## src/rtl/cpc_bank_ctrl_if.sv

```systemverilog
// Z80-side bus and expansion-RAM mapping signals of the CPC bank controller.
// master = CPU/bench side, slave = controller side.
interface cpc_bank_ctrl_if #(
    parameter int BANK_BITS = 3
);
    // Z80 strobes are active-low levels; a config write is a level held across
    // clocks, captured on the first sample and committed when it goes away.
    logic [2:0]           adr;
    logic [7:0]           data;
    logic                 iorqb;
    logic                 wrb;
    logic                 m1b;
    logic                 mreqb;
    logic                 ramdis;
    logic                 ext_ceb;
    logic [BANK_BITS+1:0] ext_adr;
    logic [1:0]           int_remap;
    logic [5:0]           cfg;
    logic                 dbg_state;

    modport master (
        output adr, data, iorqb, wrb, m1b, mreqb,
        input  ramdis, ext_ceb, ext_adr, int_remap, cfg, dbg_state
    );

    modport slave (
        input  adr, data, iorqb, wrb, m1b, mreqb,
        output ramdis, ext_ceb, ext_adr, int_remap, cfg, dbg_state
    );
endinterface

```

## src/rtl/cpc_bank_ctrl.sv

```systemverilog
// CPC RAM expansion memory-config controller: captures gate-array config
// writes into a 6-bit register and maps each memory access to internal/ext RAM.
module cpc_bank_ctrl #(
    parameter int BANK_BITS = 3,
    parameter bit MODE3_EN  = 1'b1
) (
    input  logic           clock,
    input  logic           resetb,
    cpc_bank_ctrl_if.slave bus
);
    typedef enum logic {IDLE = 1'b0, CAPT = 1'b1} state_t;

    state_t         r_state;
    state_t         w_state_next;
    logic   [5:0]   r_shadow;
    logic   [5:0]   r_cfg;
    logic           w_match;
    logic           w_load;
    logic           w_commit;
    logic   [5:0]   w_cfg_new;

    assign w_match = !bus.iorqb && !bus.wrb && bus.m1b && !bus.adr[2]
                     && (bus.data[7:6] == 2'b11);

    always_comb begin
        w_state_next = r_state;
        w_load       = 1'b0;
        w_commit     = 1'b0;
        case (r_state)
            IDLE: begin
                if (w_match) begin
                    w_load       = 1'b1;
                    w_state_next = CAPT;
                end
            end
            CAPT: begin
                if (bus.iorqb || bus.wrb) begin
                    w_commit     = 1'b1;
                    w_state_next = IDLE;
                end
            end
            default: w_state_next = IDLE;
        endcase
    end

    // Bank bits above BANK_BITS are never stored.
    always_comb begin
        w_cfg_new                   = '0;
        w_cfg_new[2:0]              = r_shadow[2:0];
        w_cfg_new[3 +: BANK_BITS]   = r_shadow[3 +: BANK_BITS];
    end

    always_ff @(posedge clock or negedge resetb) begin
        if (!resetb) begin
            r_state  <= IDLE;
            r_shadow <= '0;
            r_cfg    <= '0;
        end else begin
            r_state <= w_state_next;
            if (w_load)
                r_shadow <= bus.data[5:0];
            if (w_commit)
                r_cfg <= w_cfg_new;
        end
    end

    logic [2:0]           w_mode;
    logic [BANK_BITS-1:0] w_bank;
    logic [1:0]           w_blk;
    logic                 w_ext;
    logic [1:0]           w_page;
    logic [1:0]           w_remap;

    assign w_mode = r_cfg[2:0];
    assign w_bank = r_cfg[3 +: BANK_BITS];
    assign w_blk  = bus.adr[1:0];

    always_comb begin
        w_ext   = 1'b0;
        w_page  = 2'b00;
        w_remap = w_blk;
        case (w_mode)
            3'd1: begin
                if (w_blk == 2'd3) begin
                    w_ext  = 1'b1;
                    w_page = 2'd3;
                end
            end
            3'd2: begin
                w_ext  = 1'b1;
                w_page = w_blk;
            end
            3'd3: begin
                // Without mode-3 support this config behaves exactly like mode 0.
                if (MODE3_EN) begin
                    if (w_blk == 2'd3) begin
                        w_ext  = 1'b1;
                        w_page = 2'd3;
                    end else if (w_blk == 2'd1) begin
                        w_remap = 2'b11;
                    end
                end
            end
            default: begin
                if (w_mode[2] && (w_blk == 2'd1)) begin
                    w_ext  = 1'b1;
                    w_page = w_mode[1:0];
                end
            end
        endcase
    end

    assign bus.ramdis    = w_ext;
    assign bus.ext_ceb   = w_ext ? bus.mreqb : 1'b1;
    assign bus.ext_adr   = w_ext ? {w_bank, w_page} : '0;
    assign bus.int_remap = w_remap;
    assign bus.cfg       = r_cfg;
    assign bus.dbg_state = (r_state == CAPT);
endmodule
```

## src/flat_wrapper.sv

```systemverilog
// flat-port wrapper written by rule: the top's interface ports become plain ports
module cpc_bank_ctrl_flat 
#(
    parameter int BANK_BITS = 3,
    parameter bit MODE3_EN  = 1'b1
)
  (clock, resetb, bus_adr, bus_data, bus_iorqb, bus_wrb, bus_m1b, bus_mreqb, bus_ramdis, bus_ext_ceb, bus_ext_adr, bus_int_remap, bus_cfg, bus_dbg_state);
  cpc_bank_ctrl_if #(.BANK_BITS(BANK_BITS)) bus_i ();
  input  logic clock;
  input  logic resetb;
  input wire logic [$bits(bus_i.adr)-1:0] bus_adr;
  input wire logic [$bits(bus_i.data)-1:0] bus_data;
  input wire logic [$bits(bus_i.iorqb)-1:0] bus_iorqb;
  input wire logic [$bits(bus_i.wrb)-1:0] bus_wrb;
  input wire logic [$bits(bus_i.m1b)-1:0] bus_m1b;
  input wire logic [$bits(bus_i.mreqb)-1:0] bus_mreqb;
  output wire logic [$bits(bus_i.ramdis)-1:0] bus_ramdis;
  output wire logic [$bits(bus_i.ext_ceb)-1:0] bus_ext_ceb;
  output wire logic [$bits(bus_i.ext_adr)-1:0] bus_ext_adr;
  output wire logic [$bits(bus_i.int_remap)-1:0] bus_int_remap;
  output wire logic [$bits(bus_i.cfg)-1:0] bus_cfg;
  output wire logic [$bits(bus_i.dbg_state)-1:0] bus_dbg_state;
  assign bus_i.adr = bus_adr;
  assign bus_i.data = bus_data;
  assign bus_i.iorqb = bus_iorqb;
  assign bus_i.wrb = bus_wrb;
  assign bus_i.m1b = bus_m1b;
  assign bus_i.mreqb = bus_mreqb;
  assign bus_ramdis = bus_i.ramdis;
  assign bus_ext_ceb = bus_i.ext_ceb;
  assign bus_ext_adr = bus_i.ext_adr;
  assign bus_int_remap = bus_i.int_remap;
  assign bus_cfg = bus_i.cfg;
  assign bus_dbg_state = bus_i.dbg_state;
  cpc_bank_ctrl #(.BANK_BITS(BANK_BITS), .MODE3_EN(MODE3_EN)) u_core (.clock(clock), .resetb(resetb), .bus(bus_i));
endmodule
```

## config.mk

```make
export PLATFORM = sky130hd
export DESIGN_NAME = cpc_bank_ctrl_flat
export DESIGN_NICKNAME = d
export VERILOG_FILES = /design/src/rtl/cpc_bank_ctrl_if.sv /design/src/rtl/cpc_bank_ctrl.sv /design/src/flat_wrapper.sv
export SDC_FILE = /design/constraint.sdc
export NUM_CORES = 1
export LEC_CHECK = 0
export ABC_AREA = 1
export CORE_UTILIZATION = 39
export CTS_CLUSTER_DIAMETER = 120
export CTS_CLUSTER_SIZE = 40
export DETAILED_ROUTE_END_ITERATION = 7
export PLACE_DENSITY_LB_ADDON = 0.1
export SYNTH_ARGS = -nofsm -noshare
export SYNTH_HDL_FRONTEND = slang
export SYNTH_SLANG_ARGS = --single-unit
```

## constraint.sdc

```tcl
create_clock -name clock -period 1.4 [get_ports clock]
set_input_delay 0.28 -clock clock [delete_from_list [all_inputs] [get_ports clock]]
set_output_delay 0.28 -clock clock [all_outputs]
set_load 0.05 [all_outputs]
```

======== After elaboration in Yosys (flattened, before gate mapping) ========
Index checks and enable logic that the tools add are counted.
storage, ports and cells
  register bits ........................... 13
  bits of input ports ..................... 17
  output and inout bits ................... 16
  logic and storage cells ................. 37
cells by class
  equality and inequality tests ........... 6
  mux-type cells .......................... 17
  bitwise logic cells ..................... 1
  reduce and logical (&&, ||, !) cells .... 10
operator list
  kind                                                              number
  2-bit two-way mux                                                 5
  1-bit two-way mux                                                 8
  3-bit by 2-bit == test with 1-bit output (second input constant)  2
  1-bit logical AND                                                 5
  5-bit two-way mux                                                 1
  2-bit == test (second input constant)                             2
  1-bit case mux with 2 select lines                                2
  2-bit case mux with 2 select lines                                1
  3-bit by 1-bit == test with 1-bit output (second input constant)  1
  1-bit zero test                                                   3
  2-bit by 1-bit == test with 1-bit output (second input constant)  1
  2-bit OR reduction                                                1
  1-bit logical OR                                                  1
  1-bit NOT                                                         1

======== Depth between registers and ports, before layout ========
Gate-level depths: netlist of run 1.
  depth in word-level cells ............... 7
  mapped depth ............................ 6
  depth with buffers taken out ............ 6

======== Worst setup path after synthesis of run 1 ========
No wires, ideal clock.
  kind .................................... register to output
  start ................................... reg u_core.r_cfg[2], in the netlist u_core.bus.cfg[2]
  end ..................................... out bus_ext_ceb
  arrival time ............................ 1.919 ns
  data required time ...................... 1.120 ns
  path slack .............................. -0.799 ns
  cell stages (with the launch flop) ...... 5
  buffers on the path ..................... 0
  path through ............................ dfrtp_1 > nor2_1 > nand2_1 > nand3_1 > nand2_1
on the way
  longest elaborated chain between the ends .. 4
  elaborated cells on any way between the ends .. 8
  classes of those cells .................. eq/ne (3); mux (3); reduce/logical (2)
ends and longest elaborated chain
  what                                                               line                  RTL
  start, declared                                                    cpc_bank_ctrl.sv:16   logic [5:0] r_cfg;
  start signal, assigned                                             cpc_bank_ctrl.sv:63   r_cfg <= w_cfg_new;
  3-bit by 1-bit == test with 1-bit output (tied with other cells)   cpc_bank_ctrl.sv:82   case (w_mode)
  2-bit OR reduction (no line) or 1-bit two-way mux (tied branches)  n/a
  1-bit case mux with 2 select lines *                               cpc_bank_ctrl.sv:82
  net bus_ramdis                                                     flat_wrapper.sv:17    output wire logic [$bits(bus_i.ramdis)-1:0] bus_ramdis;
  1-bit two-way mux *                                                cpc_bank_ctrl.sv:114  assign bus.ext_ceb = w_ext ? bus.mreqb : 1'b1;
  end, declared                                                      flat_wrapper.sv:18    output wire logic [$bits(bus_i.ext_ceb)-1:0] bus_ext_ceb;
The timed path passes the listed nets; every way through them passes the cells marked *.

======== Final worst setup path of run 1 ========
  start ................................... reg u_core.r_cfg[0], in the netlist u_core.bus.cfg[0]
  end ..................................... out bus_ext_adr[3]
on the way
  longest elaborated chain between the ends .. 4
  elaborated cells on any way between the ends .. 6
  classes of those cells .................. eq/ne (3); mux (2); reduce/logical (1)
ends and longest elaborated chain
  what                                                                                                  line                  RTL
  3-bit by 1-bit == test with 1-bit output or 3-bit by 2-bit == test with 1-bit output (tied branches)  cpc_bank_ctrl.sv:82
  2-bit OR reduction (no line)                                                                          n/a
  1-bit case mux with 2 select lines *                                                                  cpc_bank_ctrl.sv:82
  5-bit two-way mux *                                                                                   cpc_bank_ctrl.sv:115  assign bus.ext_adr = w_ext ? {w_bank, w_page} : '0;
  end, declared                                                                                         flat_wrapper.sv:19    output wire logic [$bits(bus_i.ext_adr)-1:0] bus_ext_adr;
Every way passes the cells marked *; elsewhere a longest branch is shown, timed or not.

==> results of run 1 <==
-- kinds of logic after synthesis --
logic type      after synthesis
buf+inv                      16
flops                        13
compound gates                7
simple gates                 56
-- layer usage --
layer	part of all wire (%)	vias to the layer above
met2	54	33
met1	37	335
met3	5.1	6
met5	0	-
li1	-	380
met4	3.1	0
-- stage by stage --
step	setup TNS (ns)	cell area [µm²]	utilization, %
after floorplan	-1.12	751	-
after global placement	-3.14	1320	82.9
after detailed placement	-3.87	1320	82.9
after CTS	-1.98	1370	86.2
after global routing	-2.75	1390	87.0
final	-2.05	1390	87.0
-- registers in the layout, summed over array words and instances (netlist names) --
signal,flops
u_core.bus.cfg,6
u_core.bus.dbg_state,1
u_core.r_shadow,6
-- synthesized netlist by cell type, drive strengths merged --
| library cell | n | share of area [%] |
|---|---|---|
| o21ai | 4 | 3.4 |
| a21oi | 3 | 2.1 |
| buf | 1 | 1.6 |
| or2 | 1 | 0.90 |
| nor2 | 7 | 7.2 |
| dfrtp | 13 | 47 |
| nand3 | 16 | 11 |
| clkbuf | 1 | 0.54 |
| nand2 | 32 | 19 |
| inv | 14 | 7.5 |
-- report_power, final --
| group | leakage (nW) | internal [mW] | switching (mW) |
|---|---|---|---|
| clock | 0.0150 | 0.110 | 0.117 |
| combinational | 0.513 | 0.540 | 0.608 |
| sequential | 0.164 | 0.450 | 0.0827 |
| total | 0.692 | 1.10 | 0.808 |
-- final cells by class --
| type | count | area (µm²) | area share, % |
|---|---|---|---|
| tap | 24 | 30.0 | 2.17 |
| timing repair buffer | 43 | 561 | 40.4 |
| inverter | 14 | 71.3 | 5.14 |
| sequential | 13 | 329 | 23.7 |
| clock buffer | 4 | 26.3 | 1.90 |
| multi-input combinational | 63 | 369 | 26.6 |
-- worst register-to-register path: cells and delay by family (launching register included) --
kind | cells | cell delay, ns
AND/OR/NAND/NOR | 4 | 0.49
flip-flops | 1 | 0.51
-- path summary, 6_finish.rpt --
path | from | to | slack (ns) | cells after the start
max | u_core.bus.cfg[0]$_DFFE_PN0P_ | bus_ext_adr[3] | -0.31 | 7
min | resetb | u_core.r_shadow[5]$_DFFE_PN0P_ | 0.30 | 2
max reg2reg | u_core.bus.dbg_state$_DFF_PN0_ | u_core.r_shadow[4]$_DFFE_PN0P_ | 0.30 | 4
min reg2reg | u_core.r_shadow[3]$_DFFE_PN0P_ | u_core.r_shadow[3]$_DFFE_PN0P_ | 0.48 | 2
max in group asynchronous | resetb | u_core.bus.cfg[1]$_DFFE_PN0P_ | 0.93 | 2
min in group clock | u_core.r_shadow[3]$_DFFE_PN0P_ | u_core.r_shadow[3]$_DFFE_PN0P_ | 0.48 | 2
-- what timing repair did --
action,CTS,global route
pin swaps,4,0
buffers inserted,0,1
gates cloned,0,0
resized for setup,14,1
endpoints found under the setup margin,8,8
==> flow_metrics.py, run 1 <==
metrics = {
    "run_status": {
        "failed_checks": "setup timing",
        "status": "complete, but fails checks",
    },
    "clocking": {
        "clock_sinks": 13,
        "numCtsBuffers": 3,
        "h-tree-depth": 1,
        "ctsHoldBuffers": 0,
        "tritoncts": "yes",
        "clkTransAtPathRegs_ns": 0.08,
        "cts_root_buffer": "clkbuf_4",
        "cts_max_path_buffers": 2,
        "worstSkewPairLatency_ns": 0.27,
    },
    "floorplan": {
        "die_h_um": 44.3,
        "num_rows": 14,
        "initial_core_util_pct": 43.8,
        "die_w_um": 44.3,
        "coreArea_um2": 1590,
        "dieArea_um2": 1960,
        "io_pins": 33,
    },
    "yosys": {
        "syn_avg_cell_area_um2": 7.59,
        "syn_inst": 92,
        "synth.distinct_cells": 15,
        "synth_mux_area_share_pct": 0,
        "synthSimpleGateAreaFrac_pct": 38.2,
        "synth-compound-area-share_pct": 5.56,
        "yosys_register_bits": 13,
        "synth_nets": 109,
        "ys.warnings.count": 0,
        "ys_seq_area_share_pct": 46.6,
        "synth_xor_area_share_pct": 0,
        "syn_area_um2": 698,
        "synth_fa_ha_area_share_pct": 0,
        "synth_top_family_by_area": "simple AND/OR/NAND/NOR gates",
    },
    "setup_path": {
        "cp_max_fo": 5,
        "cp-start-kind": "register",
        "crit_slowest_cell": "dfrtp_2",
        "worstSetupEndpointType": "output port",
        "critPathKind": "register to output port",
        "crit_path_frequent_cell": "nand2_2",
        "worstPathArrival_ns": 1.43,
        "crit_buf_inv": 3,
        "slowest_delay_ns": 0.45,
        "worstPathCellList": "inv_2 > nor2_2 > nand2_2 > nand3_4 > nand2_2 > clkinvlp_4 > buf_12",
        "cp.required_ns": 1.12,
        "cp_top_family": "flip-flops",
    },
    "hold_path": {
        "worst_hold_path_type": "input port to async pin",
    },
    "sta": {
        "period_minus_slack_ns": 1.71,
        "timing.fmax_mhz": 585,
        "rsz0062_at_grt": "yes",
        "relSlewSlack_pct": 76.4,
        "setup_ws_ns": -0.311,
        "fin_skew_ns": 0.00375,
        "fin_crit_sh_pct": 122,
        "drv_slew": 0,
        "hold_viol_final": 0,
        "whs_ns": 0.302,
        "setup_viol": 8,
        "worst_pin_slew_ns": 0.354,
    },
    "detailed_routing": {
        "first_pass_iters": 4,
        "avgViaCountPerCell": 4.68,
        "vias": 754,
        "drtAntennaViolNets": 0,
        "routedWlPerCell_um": 10.6,
        "drtIter0Drc": 15,
        "drc": 0,
        "routed_wl_um": 1700,
    },
    "cells_and_area": {
        "diodes": 0,
        "area_growth_pct": 98.6,
        "mostFrequentLayoutCells": "nand2_1, buf_12, nand3_1, clkdlybuf4s50_1, buf_4",
        "mostFrequentLayoutCell": "nand2_1",
        "stdcell_count": 161,
        "fin_nets": 155,
        "drive_gt1_share_pct": 43.1,
        "fillers": 85,
    },
    "global_routing": {
        "track_usage_pct": 21.7,
        "gr-max-usage-layer": "met2",
        "grt_max_degree": 14,
        "first_global_vias": 735,
        "antenna_found_initial": 0,
        "grt_overflow": 0,
        "grtUsageMet1_pct": 23.2,
        "use_met2_pct": 38.2,
        "use_met3_pct": 2.86,
        "grt_pass1_wl_um": 3060,
    },
    "power": {
        "total_power_mw": 1.91,
        "peakVddDrop_mv": 0.973,
        "cellPowerDensity_nw_per_um2": 1380,
        "power_leakage_nw": 0.692,
    },
    "placed_design": {
        "dp_hpwl_um": 1370,
        "dp_cells": 156,
        "port_buffers": 32,
        "gp_congestion": 0.813,
        "pre_cts_ws_ns": -0.405,
    },
    "flow_run": {
        "max_cap_viol_count": 0,
    },
}
Power figures use the tool's default switching activity.
==> run 2, diff against run 1 <==
Settings changed: CORE_MARGIN from default to 1.
==> results of run 2 <==
Final layout, timing and power as in run 1 (identical DEF).
